[config.mk]
export PLATFORM = sky130hd
export DESIGN_NAME = pc_fetch_unit
export DESIGN_NICKNAME = d
export VERILOG_FILES = /design/src/rtl/pc_fetch_unit.sv
export SDC_FILE = /design/constraint.sdc
export NUM_CORES = 1
export LEC_CHECK = 0
export ABC_AREA = 1
export CORE_AREA = 3 3 157 159
export DETAILED_ROUTE_END_ITERATION = 6
export DIE_AREA = 0 0 160 162
export GPL_ROUTABILITY_DRIVEN = 0
export SYNTH_ARGS = -nofsm -noshare
export SYNTH_HDL_FRONTEND = slang
export SYNTH_SLANG_ARGS = --single-unit
[constraint.sdc]
create_clock -name clk -period 3 [get_ports clk]
set_clock_uncertainty 0.1 [all_clocks]
set_input_delay 0.6 -clock clk [delete_from_list [all_inputs] [get_ports clk]]
set_output_delay 0.6 -clock clk [all_outputs]
set_load 0.01 [all_outputs]
[src/rtl/pc_fetch_unit.sv]
// Instruction-fetch stage: holds the PC, fetches over a req/ready handshake and
// computes the next PC from jump/branch controls when the datapath commits.
module pc_fetch_unit #(
  parameter logic [31:0] RESET_PC       = 32'h0000_0000,
  parameter int          TIMEOUT_CYCLES = 16
) (
  input  logic        clk,
  input  logic        reset_n,
  output logic        imem_req,
  output logic [31:0] imem_addr,
  input  logic        imem_ready,
  input  logic [31:0] imem_rdata,
  output logic [31:0] instr,
  output logic        instr_valid,
  output logic [5:0]  opcode,
  output logic [31:0] pc,
  output logic [31:0] pc_plus4,
  input  logic        stall,
  input  logic        commit,
  input  logic        Branch,
  input  logic        BranchNE,
  input  logic        Jump,
  input  logic        Zero,
  output logic        fetch_err
);

  localparam int CW = (TIMEOUT_CYCLES > 1) ? $clog2(TIMEOUT_CYCLES + 1) : 1;

  typedef enum logic [1:0] {IDLE, FETCH, EXEC, HALT} state_t;

  state_t          state, state_nx;
  logic [31:0]     pc_nx, instr_nx, next_pc, jump_tgt, br_tgt;
  logic            valid_nx, err_nx, taken;
  logic [CW-1:0]   cnt, cnt_nx, cnt_inc;

  assign imem_req  = (state == FETCH);
  assign imem_addr = pc;
  assign opcode    = instr[31:26];
  assign pc_plus4  = pc + 32'd4;
  assign cnt_inc   = cnt + 1'b1;
  assign jump_tgt  = {pc_plus4[31:28], instr[25:0], 2'b00};
  assign br_tgt    = pc_plus4 + {{14{instr[15]}}, instr[15:0], 2'b00};

  // Controls only count when exactly 1; X/0 take the else path (sequential).
  always_comb begin
    taken = 1'b0;
    if (BranchNE == 1'b1) taken = (Zero == 1'b0);
    else                  taken = (Zero == 1'b1);
    next_pc = pc_plus4;
    if (Jump == 1'b1)                     next_pc = jump_tgt;
    else if ((Branch == 1'b1) && taken)   next_pc = br_tgt;
  end

  always_comb begin
    state_nx = state;
    pc_nx    = pc;
    instr_nx = instr;
    valid_nx = instr_valid;
    err_nx   = fetch_err;
    cnt_nx   = cnt;
    case (state)
      IDLE: state_nx = FETCH;
      FETCH: begin
        if (imem_ready == 1'b1) begin
          instr_nx = imem_rdata;
          valid_nx = 1'b1;
          cnt_nx   = '0;
          state_nx = EXEC;
        end else begin
          cnt_nx = cnt_inc;
          if ((TIMEOUT_CYCLES != 0) && (cnt_inc == CW'(TIMEOUT_CYCLES))) begin
            err_nx   = 1'b1;
            state_nx = HALT;
          end
        end
      end
      EXEC: begin
        // A stall wins over a simultaneous commit.
        if ((commit == 1'b1) && !(stall == 1'b1)) begin
          pc_nx    = next_pc;
          valid_nx = 1'b0;
          state_nx = FETCH;
        end
      end
      HALT: ;
      default: state_nx = IDLE;
    endcase
  end

  always_ff @(posedge clk or negedge reset_n) begin
    if (!reset_n) begin
      state       <= IDLE;
      pc          <= RESET_PC;
      instr       <= '0;
      instr_valid <= 1'b0;
      fetch_err   <= 1'b0;
      cnt         <= '0;
    end else begin
      state       <= state_nx;
      pc          <= pc_nx;
      instr       <= instr_nx;
      instr_valid <= valid_nx;
      fetch_err   <= err_nx;
      cnt         <= cnt_nx;
    end
  end

endmodule

==> results of run 1 <==
## worst min path at each step
| stage | startpoint | endpoint | slack, ns | depth (start not counted) |
|---|---|---|---|---|
| global placement | fetch_err | fetch_err | 0.36 | 1 |
| finish | reset_n | imem_addr[26] | 0.30 | 1 |
| floorplan | reset_n | cnt[0] | 0.20 | 0 |
| CTS | reset_n | imem_addr[26] | 0.34 | 1 |
| global route | reset_n | instr[25] | 0.38 | 1 |
| detailed placement | fetch_err | fetch_err | 0.39 | 1 |
## power by group
part | switching (mW) | internal [mW]
Clock | 0.425 | 0.777
Sequential | 0.660 | 1.40
Combinational | 5.40 | 4.71
Total | 6.48 | 6.90
## placed cells by master, fill, tap and decap left out, types with 16 or more instances in the layout
cell type and instances:
dfrtp_1 62, nand3_1 60, nor2_1 76, clkdlybuf4s50_1 152
buf_4 140, a21oi_1 40, inv_2 16, o21ai_0 17
nand2_1 445, inv_1 158, nor2_2 23, ha_4 19
nand2_2 35, ha_1 20
## routing by layer
| layer | GRT usage | part of all wire |
|---|---|---|
| met1 | 0.2829 | 0.45 |
| met5 | 0 | 0 |
| met3 | 0.03035 | 0.070 |
| met4 | 0.06824 | 0.029 |
| met2 | 0.3286 | 0.45 |
## sequential cells by signal, indices dropped and copies added, names as in the netlist
register,count
cnt,5
fetch_err,1
instr_valid,1
instr,32
imem_addr,30
state,2
## repair_timing
item                                    4_1_cts  5_1_grt
pin swaps                                     4       20
setup buffers                                 8       21
gates resized for setup                      40      133
endpoints found under the setup margin       35       41
## area by class of cell
type	count	share of cell area
Clock buffer	12	0.02365
Clock inverter	4	0.007038
Inverter	176	0.06115
Sequential cell	71	0.1649
Multi-Input combinational cell	865	0.4484
Tap cell	319	0.03681
Timing Repair Buffer	312	0.2581
## through the flow
stage / setup slack, ns / hold WS [ns]
global placement: -0.2264 / 0.3623
floorplan: 0.1098 / 0.2044
CTS: -0.04994 / 0.3406
detailed placement: -0.1620 / 0.3852
finish: 0.06840 / 0.3048
global route: -0.09530 / 0.3802
## kinds of logic (layout without fill, tap and decap cells)
| logic type | count (synthesis) | count (layout) | synth area share |
|---|---|---|---|
| and+or+nand+nor | 704 | 704 | 0.4165 |
| buffers and inverters | 241 | 504 | 0.1519 |
| AOI/OAI and AO/OA | 90 | 90 | 0.07274 |
| DFF | 71 | 71 | 0.2532 |
| adders and majority gates | 41 | 41 | 0.07417 |
| xor gates and xnor gates | 24 | 24 | 0.03102 |
| other | 1 | 6 | 0.0005343 |
## worst register-to-register path, stage by stage (launching register included)
cell	delay (ns)
dfrtp_2	0.40
buf_4	0.13
nand3_4	0.11
nor2_4	0.16
buf_6	0.14
nand2_1	0.11
xor2_2	0.18
inv_2	0.09
ha_1	0.33
nand2_1	0.08
buf_4	0.14
nor2_2	0.13
inv_2	0.08
nor3_2	0.15
nand2_1	0.10
nand2_1	0.07
nand2_1	0.04
nand3_1	0.08
nand2_1	0.06
nand2_1	0.06
nand2_1	0.04
==> flow_metrics.env, run 1 <==
export IMPL_power_mw=13.38
export IMPL_ys_warn_count=0
export IMPL_crit_top_cell="nor2_4"
export IMPL_drt_total_wl_um=27410
export IMPL_critPathMaxStageDelay_ns=0.47
export IMPL_crit_cells=9
export IMPL_hpwlAfterDp_um=21470
export IMPL_reg2reg_to="imem_addr[27]"
export IMPL_row_count=56
export IMPL_rr_worst_depth=20
export IMPL_drtPass1Iterations=5
export IMPL_cp_end_kind="output pin"
export IMPL_drc_errors=0
export IMPL_fmax_mhz=341.1
export IMPL_cp_start_kind="register"
export IMPL_die_w_um=160
export IMPL_hold_viol_final=0
export IMPL_critPathLaunch="imem_addr[3]"
export IMPL_area_growth_pct=54.52
export IMPL_yosysMostFrequentCell="nand2_1"
export IMPL_seq_area_um2=1788
export IMPL_start_util=0.2999
export IMPL_multi_input_area_um2=4862
export IMPL_yosysTopAreaCellShare=0.2532
export IMPL_tightestPinTransition_ns=1.106
export IMPL_ys_ff_latch=71
export IMPL_overflow=0
export IMPL_cts_hold_buf=0
export IMPL_crit_path_cell_trace="ha_2 -> nand2_2 -> nor2_4 -> inv_2 -> nor2_4 -> xor2_2 -> inv_1 -> buf_4 -> clkdlybuf4s50_1"
export IMPL_synth_async_reset_ratio=1.000
export IMPL_finalSetupTns_ns=0
export IMPL_layout_drive_gt1_share=0.2250
export IMPL_irDropWorstVdd_uv=542.2
export IMPL_grt_antenna_before_repair=0
export IMPL_fill_cells=2443
export IMPL_synthFlopType="dfrtp_1"
export IMPL_netlist_instances=1172
export IMPL_design_die_area_um2=25920
export IMPL_drtAntennaViolNets=0
export IMPL_slew_violations=0
export IMPL_period_share=0.9772
export IMPL_dpl_cell_area_um2=9598
export IMPL_diodes=0
export IMPL_clockBufferDepth=2
export IMPL_netlist_area_um2=7018
export IMPL_htree_levels=3
export IMPL_period_needed_ns=2.932
export IMPL_design_area_um2=10840
export IMPL_cp_arrival_ns=2.23
export IMPL_fin_cells=1759
export IMPL_cts_reportedPaths_clkPinSlew_ns=0.06
export IMPL_grt_max_degree=72
export IMPL_cp_slowest_cell="clkdlybuf4s50_1"
export IMPL_synth_common_cells="nand2_1 (472), inv_1 (169), nor2_1 (104)"
export IMPL_cts_tree="yes"
export IMPL_synth_avg_cell_area_um2=5.988
export IMPL_dp_cells=1714
export IMPL_cp_max_fo=3
export IMPL_setup_viol=0
export IMPL_io_buffers=171
export IMPL_synth_edf_count=0
export IMPL_io_pins=178
export IMPL_cts_sinks=71
export IMPL_required_ns=2.30
export IMPL_powerDensity_nw_per_um2=1234
export IMPL_cts_root_buf="clkbuf_16"
export IMPL_coreArea_um2=23400
export IMPL_r2r_start="imem_addr[4]"
export IMPL_critical_path_class="reg -> out"
export IMPL_cp_num_buf_inv=4
export IMPL_synth_top_cells_by_area="dfrtp_1 (25%), nand2_1 (25%), inv_1 (9.0%)"
export IMPL_netlist_top_cell_by_area="dfrtp_1"
export IMPL_drt_iter0_drc=556
export IMPL_hold_class="in -> async"
export IMPL_die_y_um=162
export IMPL_grt_pass1_vias=7939
export IMPL_nets=1517
export IMPL_crit_end="pc_plus4[14]"
export IMPL_rsz0062_at_grt="yes"
export IMPL_synth_cell_type_count=44
export IMPL_status="finished clean"
export IMPL_max_cap_violations=0
export IMPL_clk_latency_ns=0.34
export IMPL_avgRoutedWirePerCell_um=15.58
export IMPL_synth_seq_area_share=0.2532
export IMPL_r2r_slack_ns=0.09
export IMPL_vias_per_cell=4.638
export IMPL_crit_family="buffers and inverters"
export IMPL_grt_pass1_wl_um=42410
export IMPL_cts_buffers=9
export IMPL_leakage_nw=5.651
export IMPL_final_util=0.4634
export IMPL_slew_headroom=0.2583
export IMPL_dr_total_vias=8158
export IMPL_grt_total_usage=0.2046
Power figures use the tool's default switching activity.
==> run 2: changes to the inputs <==
--- a/config.mk
+++ b/config.mk
@@ -6,10 +6,11 @@
 export NUM_CORES = 1
 export LEC_CHECK = 0
 export ABC_AREA = 1
-export CORE_AREA = 3 3 157 159
+export CORE_AREA = 3 3 122 124
 export DETAILED_ROUTE_END_ITERATION = 6
-export DIE_AREA = 0 0 160 162
+export DIE_AREA = 0 0 125 127
 export GPL_ROUTABILITY_DRIVEN = 0
+export PLACE_DENSITY = 0.81
 export SYNTH_ARGS = -nofsm -noshare
 export SYNTH_HDL_FRONTEND = slang
 export SYNTH_SLANG_ARGS = --single-unit
==> run 2 against run 1 <==
  * The run now ends with setup timing left
  * Critical path depth decreased by 1
  * Power decreased by 2.3%
  * Die area decreased by 39%
  * Sequential share of layout area increased by 0.75 points
  * Maximum frequency decreased by 7.4%
  * Global-route usage increased by 9.5 points
  * Combinational power about the same
  * Worst hold slack got worse by 0.0032 ns
  * Clock-buffer cell count unchanged
  * Clock power decreased by 17%
==> flow_metrics.env, run 2 (synthesis gave the netlist of run 1 again) <==
export IMPL_reg2reg_to="imem_addr[11]"
export IMPL_cp_start_kind="register"
export IMPL_rr_worst_depth=15
export IMPL_start_util=0.5056
export IMPL_drtAntennaViolNets=0
export IMPL_finalSetupTns_ns=-0.5647
export IMPL_die_y_um=127
export IMPL_power_mw=13.07
export IMPL_mostFrequentLayoutCells="nand2_1 (440), inv_1 (159), clkdlybuf4s50_1 (157)"
export IMPL_coreArea_um2=13880
export IMPL_failed_checks="setup timing"
export IMPL_top_register="instr"
export IMPL_drtPass1Iterations=6
export IMPL_cts_hold_buf=0
export IMPL_grt_pass1_vias=7671
export IMPL_leakage_nw=5.428
export IMPL_io_buffers=171
export IMPL_cts_buffers=9
export IMPL_irDropWorstVdd_uv=632.1
export IMPL_clk_latency_ns=0.33
export IMPL_cp_end_kind="output pin"
export IMPL_required_ns=2.30
export IMPL_grt_max_degree=72
export IMPL_cts_reportedPaths_clkPinSlew_ns=0.06
export IMPL_io_pins=178
export IMPL_grt_total_usage=0.2999
export IMPL_overflow=0
export IMPL_vias_per_cell=5.571
export IMPL_drc_errors=0
export IMPL_fill_cells=977
export IMPL_hold_viol_final=0
export IMPL_clockBufferDepth=2
export IMPL_cts_root_buf="clkbuf_16"
export IMPL_tightestPinTransition_ns=0.9294
export IMPL_layout_drive_gt1_share=0.2120
export IMPL_nets=1476
export IMPL_hold_class="in -> async"
export IMPL_r2r_slack_ns=-0.05
export IMPL_die_w_um=125
export IMPL_status="finished, violations left"
export IMPL_setup_viol=14
export IMPL_worst_slack_ns=-0.1672
export IMPL_dr_total_vias=8780
export IMPL_row_count=43
export IMPL_drt_iter0_drc=1174
export IMPL_cts_tree="yes"
export IMPL_diodes=0
export IMPL_design_die_area_um2=15880
export IMPL_period_needed_ns=3.167
export IMPL_rsz0062_at_grt="yes"
export IMPL_period_share=1.056
export IMPL_final_common_cell="nand2_1"
export IMPL_htree_levels=3
export IMPL_area_growth_pct=48.08
export IMPL_critical_path_class="reg -> out"
export IMPL_grt_pass1_wl_um=38720
export IMPL_hpwlAfterDp_um=19000
export IMPL_max_cap_violations=0
export IMPL_cts_sinks=71
export IMPL_fmax_mhz=315.7
export IMPL_cp_max_fo=4
export IMPL_powerDensity_nw_per_um2=1257
export IMPL_cp_arrival_ns=2.47
export IMPL_avgRoutedWirePerCell_um=17.48
export IMPL_slew_violations=0
export IMPL_largest_reg_flops=32
export IMPL_r2r_start="imem_addr[3]"
export IMPL_grt_antenna_before_repair=0
export IMPL_slew_headroom=0.3804
export IMPL_drt_total_wl_um=27540
run 2: cell count changes in the layout (fill, tap and decap cells not counted), moves of 4 or more:
cell / previous run / this run
a21oi_1: 40 / 36
a21oi_2: 2 / 7
buf_4: 140 / 96
clkdlybuf4s50_1: 152 / 157
dlygate4sd2_1: 8 / 3
nand2_1: 445 / 440
nor2_1: 76 / 71
run 2: layer usage:
metal / track usage / vias up / wire (µm)
met3: 0.07107 / 150 / 3424
met4: 0.1193 / 0 / 1338
met2: 0.4726 / 686 / 12450
li1: - / 3975 / -
met1: 0.4004 / 3969 / 10330
met5: 0 / - / 0
run 2: worst max path at each step:
| stage | start | endpoint | slack (ns) | depth (start not counted) |
|---|---|---|---|---|
| CTS | imem_addr[5] | pc_plus4[13] | -0.04 | 8 |
| finish | imem_addr[18] | pc_plus4[22] | -0.17 | 8 |
| global placement | imem_addr[21] | imem_addr[24] | -0.12 | 18 |
| global route | imem_addr[18] | imem_addr[25] | -0.25 | 19 |
| floorplan | imem_addr[2] | imem_addr[27] | 0.11 | 19 |
| detailed placement | imem_addr[8] | imem_addr[31] | -0.14 | 18 |
run 2: stage by stage:
step           setup WS, ns  hold slack [ns]  utilization  cell area (µm²)  cells
6_report            -0.1672           0.3017       0.7487            10390   1576
5_1_grt             -0.2487           0.3768       0.7487            10390   1576
4_1_cts            -0.03884           0.3365       0.6841             9495   1550
3_5_place_dp        -0.1365           0.3730       0.6593             9151   1537
3_3_place_gp        -0.1248           0.3669       0.6593             9151   1537
2_1_floorplan        0.1098           0.2044            -             7037   1177
run 2: area by class of cell:
cell class	instances	area [µm²]	area share
clock buffer	12	266.5	0.02564
clock inverter	1	5.005	0.0004816
inverter	176	665.6	0.06405
multi-input combinational	865	4921	0.4735
sequential	71	1792	0.1724
tap	180	225.2	0.02167
timing repair buffer	271	2517	0.2422
run 2: timing repair:
item                       in CTS  in global routing
pin swaps                       1                 24
setup endpoints to repair      24                 43
gates resized for setup        22                171
setup buffers                   0                 26
gates cloned                    0                  0
run 2: worst max-delay path: stages, from the launching register on:
cell and delay (ns):
dfrtp_1 0.40, nand2_1 0.14, nor3_2 0.29, nand2_1 0.17, nor2_2 0.16, nand2_1 0.08, nand2_1 0.08, and2_1 0.22
clkdlybuf4s50_1 0.60
run 2: report_power, final:
| group | total [mW] | internal [mW] | leakage, nW | switching, mW |
|---|---|---|---|---|
| sequential | 2.09 | 1.41 | 0.863 | 0.676 |
| combinational | 9.98 | 4.42 | 4.43 | 5.56 |
| clock | 0.997 | 0.612 | 0.136 | 0.386 |
| total | 13.1 | 6.44 | 5.43 | 6.62 |
==> run 3: changes to the inputs <==
--- a/config.mk
+++ b/config.mk
@@ -11,6 +11,7 @@
 export DIE_AREA = 0 0 125 127
 export GPL_ROUTABILITY_DRIVEN = 0
 export PLACE_DENSITY = 0.81
+export SKIP_LAST_GASP = 1
 export SYNTH_ARGS = -nofsm -noshare
 export SYNTH_HDL_FRONTEND = slang
 export SYNTH_SLANG_ARGS = --single-unit
==> run 3 against run 2 <==
  * The flow still finishes with violations (setup timing)
  * Clock power barely moved
  * Die area unchanged
  * Wire length shrank 3.3%
  * Worst hold slack improved by 0.0048 ns
  * Sequential cell count unchanged
  * Critical path depth is 11 higher
  * Maximum frequency up 0.47%
  * Largest power group unchanged
==> flow_metrics.env, run 3 (synthesis gave the netlist of run 1 again) <==
export IMPL_cp_start_kind="register"
export IMPL_avgRoutedWirePerCell_um=16.87
export IMPL_drtAntennaViolNets=0
export IMPL_critPathMaxStageDelay_ns=0.36
export IMPL_drc_errors=0
export IMPL_drt_iter0_drc=1211
export IMPL_cts_buffers=9
export IMPL_failed_checks="setup timing"
export IMPL_layout_drive_gt1_share=0.2073
export IMPL_io_buffers=171
export IMPL_cts_root_buf="clkbuf_16"
export IMPL_grt_pass1_vias=7667
export IMPL_grt_antenna_before_repair=0
export IMPL_setup_viol=4
export IMPL_hpwlAfterDp_um=19000
export IMPL_r2r_start="imem_addr[2]"
export IMPL_period_needed_ns=3.152
export IMPL_tightestPinTransition_ns=0.9131
export IMPL_max_cap_violations=0
export IMPL_cts_tree="yes"
export IMPL_overflow=0
export IMPL_drt_total_wl_um=26640
export IMPL_grt_total_usage=0.2995
export IMPL_start_util=0.5056
export IMPL_cp_num_buf_inv=3
export IMPL_p_int_mw=6.387
export IMPL_cp_max_fo=5
export IMPL_mostFrequentLayoutCells="nand2_1 (438), inv_1 (160), clkdlybuf4s50_1 (156)"
export IMPL_cts_hold_buf=0
export IMPL_place_ws_ns=-0.1365
export IMPL_reg2reg_to="imem_addr[22]"
export IMPL_clk_latency_ns=0.33
export IMPL_area_growth_pct=47.00
export IMPL_fmax_mhz=317.2
export IMPL_die_w_um=125
export IMPL_rsz0062_at_grt="yes"
export IMPL_hold_class="in -> async"
export IMPL_dr_total_vias=8589
export IMPL_final_common_cell="nand2_1"
export IMPL_crit_end="imem_addr[22]"
export IMPL_grt_max_degree=72
export IMPL_drtPass1Iterations=6
export IMPL_critical_path_class="reg -> reg"
export IMPL_swShare=0.5030
export IMPL_critPathLaunch="imem_addr[2]"
export IMPL_top_register="instr"
export IMPL_r2r_slack_ns=-0.15
export IMPL_slew_violations=0
export IMPL_nets=1479
export IMPL_htree_levels=3
export IMPL_irDropWorstVdd_uv=633.6
export IMPL_slew_headroom=0.3912
export IMPL_power_frac_comb=0.762
export IMPL_cts_sinks=71
export IMPL_cp_arrival_ns=3.31
export IMPL_largest_reg_flops=32
export IMPL_leakage_nw=5.456
export IMPL_design_die_area_um2=15880
export IMPL_crit_family="simple AND/OR/NAND/NOR gates"
export IMPL_cp_slowest_cell="dfrtp_1"
export IMPL_coreArea_um2=13880
export IMPL_required_ns=3.15
export IMPL_rr_worst_depth=19
export IMPL_diodes=0
export IMPL_p_sw_mw=6.463
export IMPL_status="finished, violations left"
export IMPL_hold_viol_final=0
export IMPL_finalSetupTns_ns=-0.2366
export IMPL_powerDensity_nw_per_um2=1246
export IMPL_vias_per_cell=5.440
export IMPL_die_y_um=127
export IMPL_grt_pass1_wl_um=38670
export IMPL_final_util=0.7432
export IMPL_row_count=43
export IMPL_cts_reportedPaths_clkPinSlew_ns=0.06
export IMPL_crit_path_cell_trace="ha_2 -> nand2_2 -> inv_2 -> nand2_2 -> nor2_4 -> nand2_1 -> xor2_1 -> inv_1 -> ha_4 -> nand2_2 -> nor2_2 -> inv_1 -> nor2_1 -> nand3b_1 -> nand3_1 -> nand2_1 -> nand3_1 -> nand2_1 -> a21boi_1"
export IMPL_period_share=1.051
export IMPL_pwr_share_seq=0.161
export IMPL_clkPwrFrac=0.077
export IMPL_worst_slack_ns=-0.1524
export IMPL_clockBufferDepth=2
export IMPL_io_pins=178
export IMPL_crit_cells=19
export IMPL_cp_end_kind="register"
run 3: cell count changes in the layout (fill, tap and decap cells not counted), moves of 2 or more:
cell | before | now
ha_1 | 17 | 22
a21oi_2 | 7 | 9
ha_4 | 20 | 14
nor2_2 | 26 | 20
nor2_1 | 71 | 77
buf_4 | 96 | 100
a21oi_1 | 36 | 34
nand2_1 | 440 | 438
nand2_2 | 38 | 40
run 3: metrics by stage:
stage | hold WS, ns | power (mW) | cell area [µm²] | cells
final | 0.3064 | 12.85 | 10320 | 1579
after global routing | 0.3812 | 13.75 | 10320 | 1579
after CTS | 0.3365 | 11.36 | 9490 | 1550
after detailed placement | 0.3730 | 10.25 | 9151 | 1537
after global placement | 0.3669 | 10.10 | 9151 | 1537
after floorplan | 0.2044 | 6.711 | 7037 | 1177
run 3: worst min-delay path by stage:
| stage | from | end | cells past startpoint |
|---|---|---|---|
| after floorplan | reset_n | cnt[0] | 0 |
| after global placement | fetch_err | fetch_err | 1 |
| after detailed placement | fetch_err | fetch_err | 1 |
| after CTS | reset_n | imem_addr[29] | 1 |
| after global routing | reset_n | imem_addr[22] | 1 |
| final | reset_n | imem_addr[29] | 1 |
run 3: layout make-up:
type / instances / area (µm²)
Inverter: 176 / 663.1
Fill cell: 1005 / 3565
Timing Repair Buffer: 274 / 2539
Clock buffer: 12 / 266.5
Multi-Input combinational cell: 865 / 4827
Tap cell: 180 / 225.2
Clock inverter: 1 / 5.005
Sequential cell: 71 / 1790
run 3: power by group through the flow:
stage	sequential, mW	clock (mW)	combinational, mW
detailed placement	1.96	0	8.29
global route	2.11	1.04	10.6
finish	2.07	0.994	9.79
floorplan	2.10	0	4.61
CTS	1.98	0.994	8.39
global placement	1.96	0	8.15
run 3: routing by layer:
| layer | global-route usage | vias to the layer above | wire [µm] |
|---|---|---|---|
| met5 | 0 | - | 0 |
| met4 | 0.1193 | 0 | 1325 |
| met3 | 0.06856 | 125 | 3013 |
| met2 | 0.4717 | 567 | 11970 |
| met1 | 0.4015 | 3913 | 10330 |
| li1 | - | 3984 | - |
run 3: what timing repair did:
item,CTS,global route
resized for setup,21,157
setup endpoints to repair,24,43
pin swaps,1,27
buffers inserted,0,29
run 3: worst reg2reg max path: cells and delay by family (launching register included):
| kind | cells | cell delay [ns] |
|---|---|---|
| fa+ha+maj | 2 | 0.53 |
| simple gates | 12 | 1.48 |
| buf+inv | 3 | 0.29 |
| xor+xnor | 1 | 0.21 |
| flops | 1 | 0.36 |
| compound gates | 1 | 0.11 |
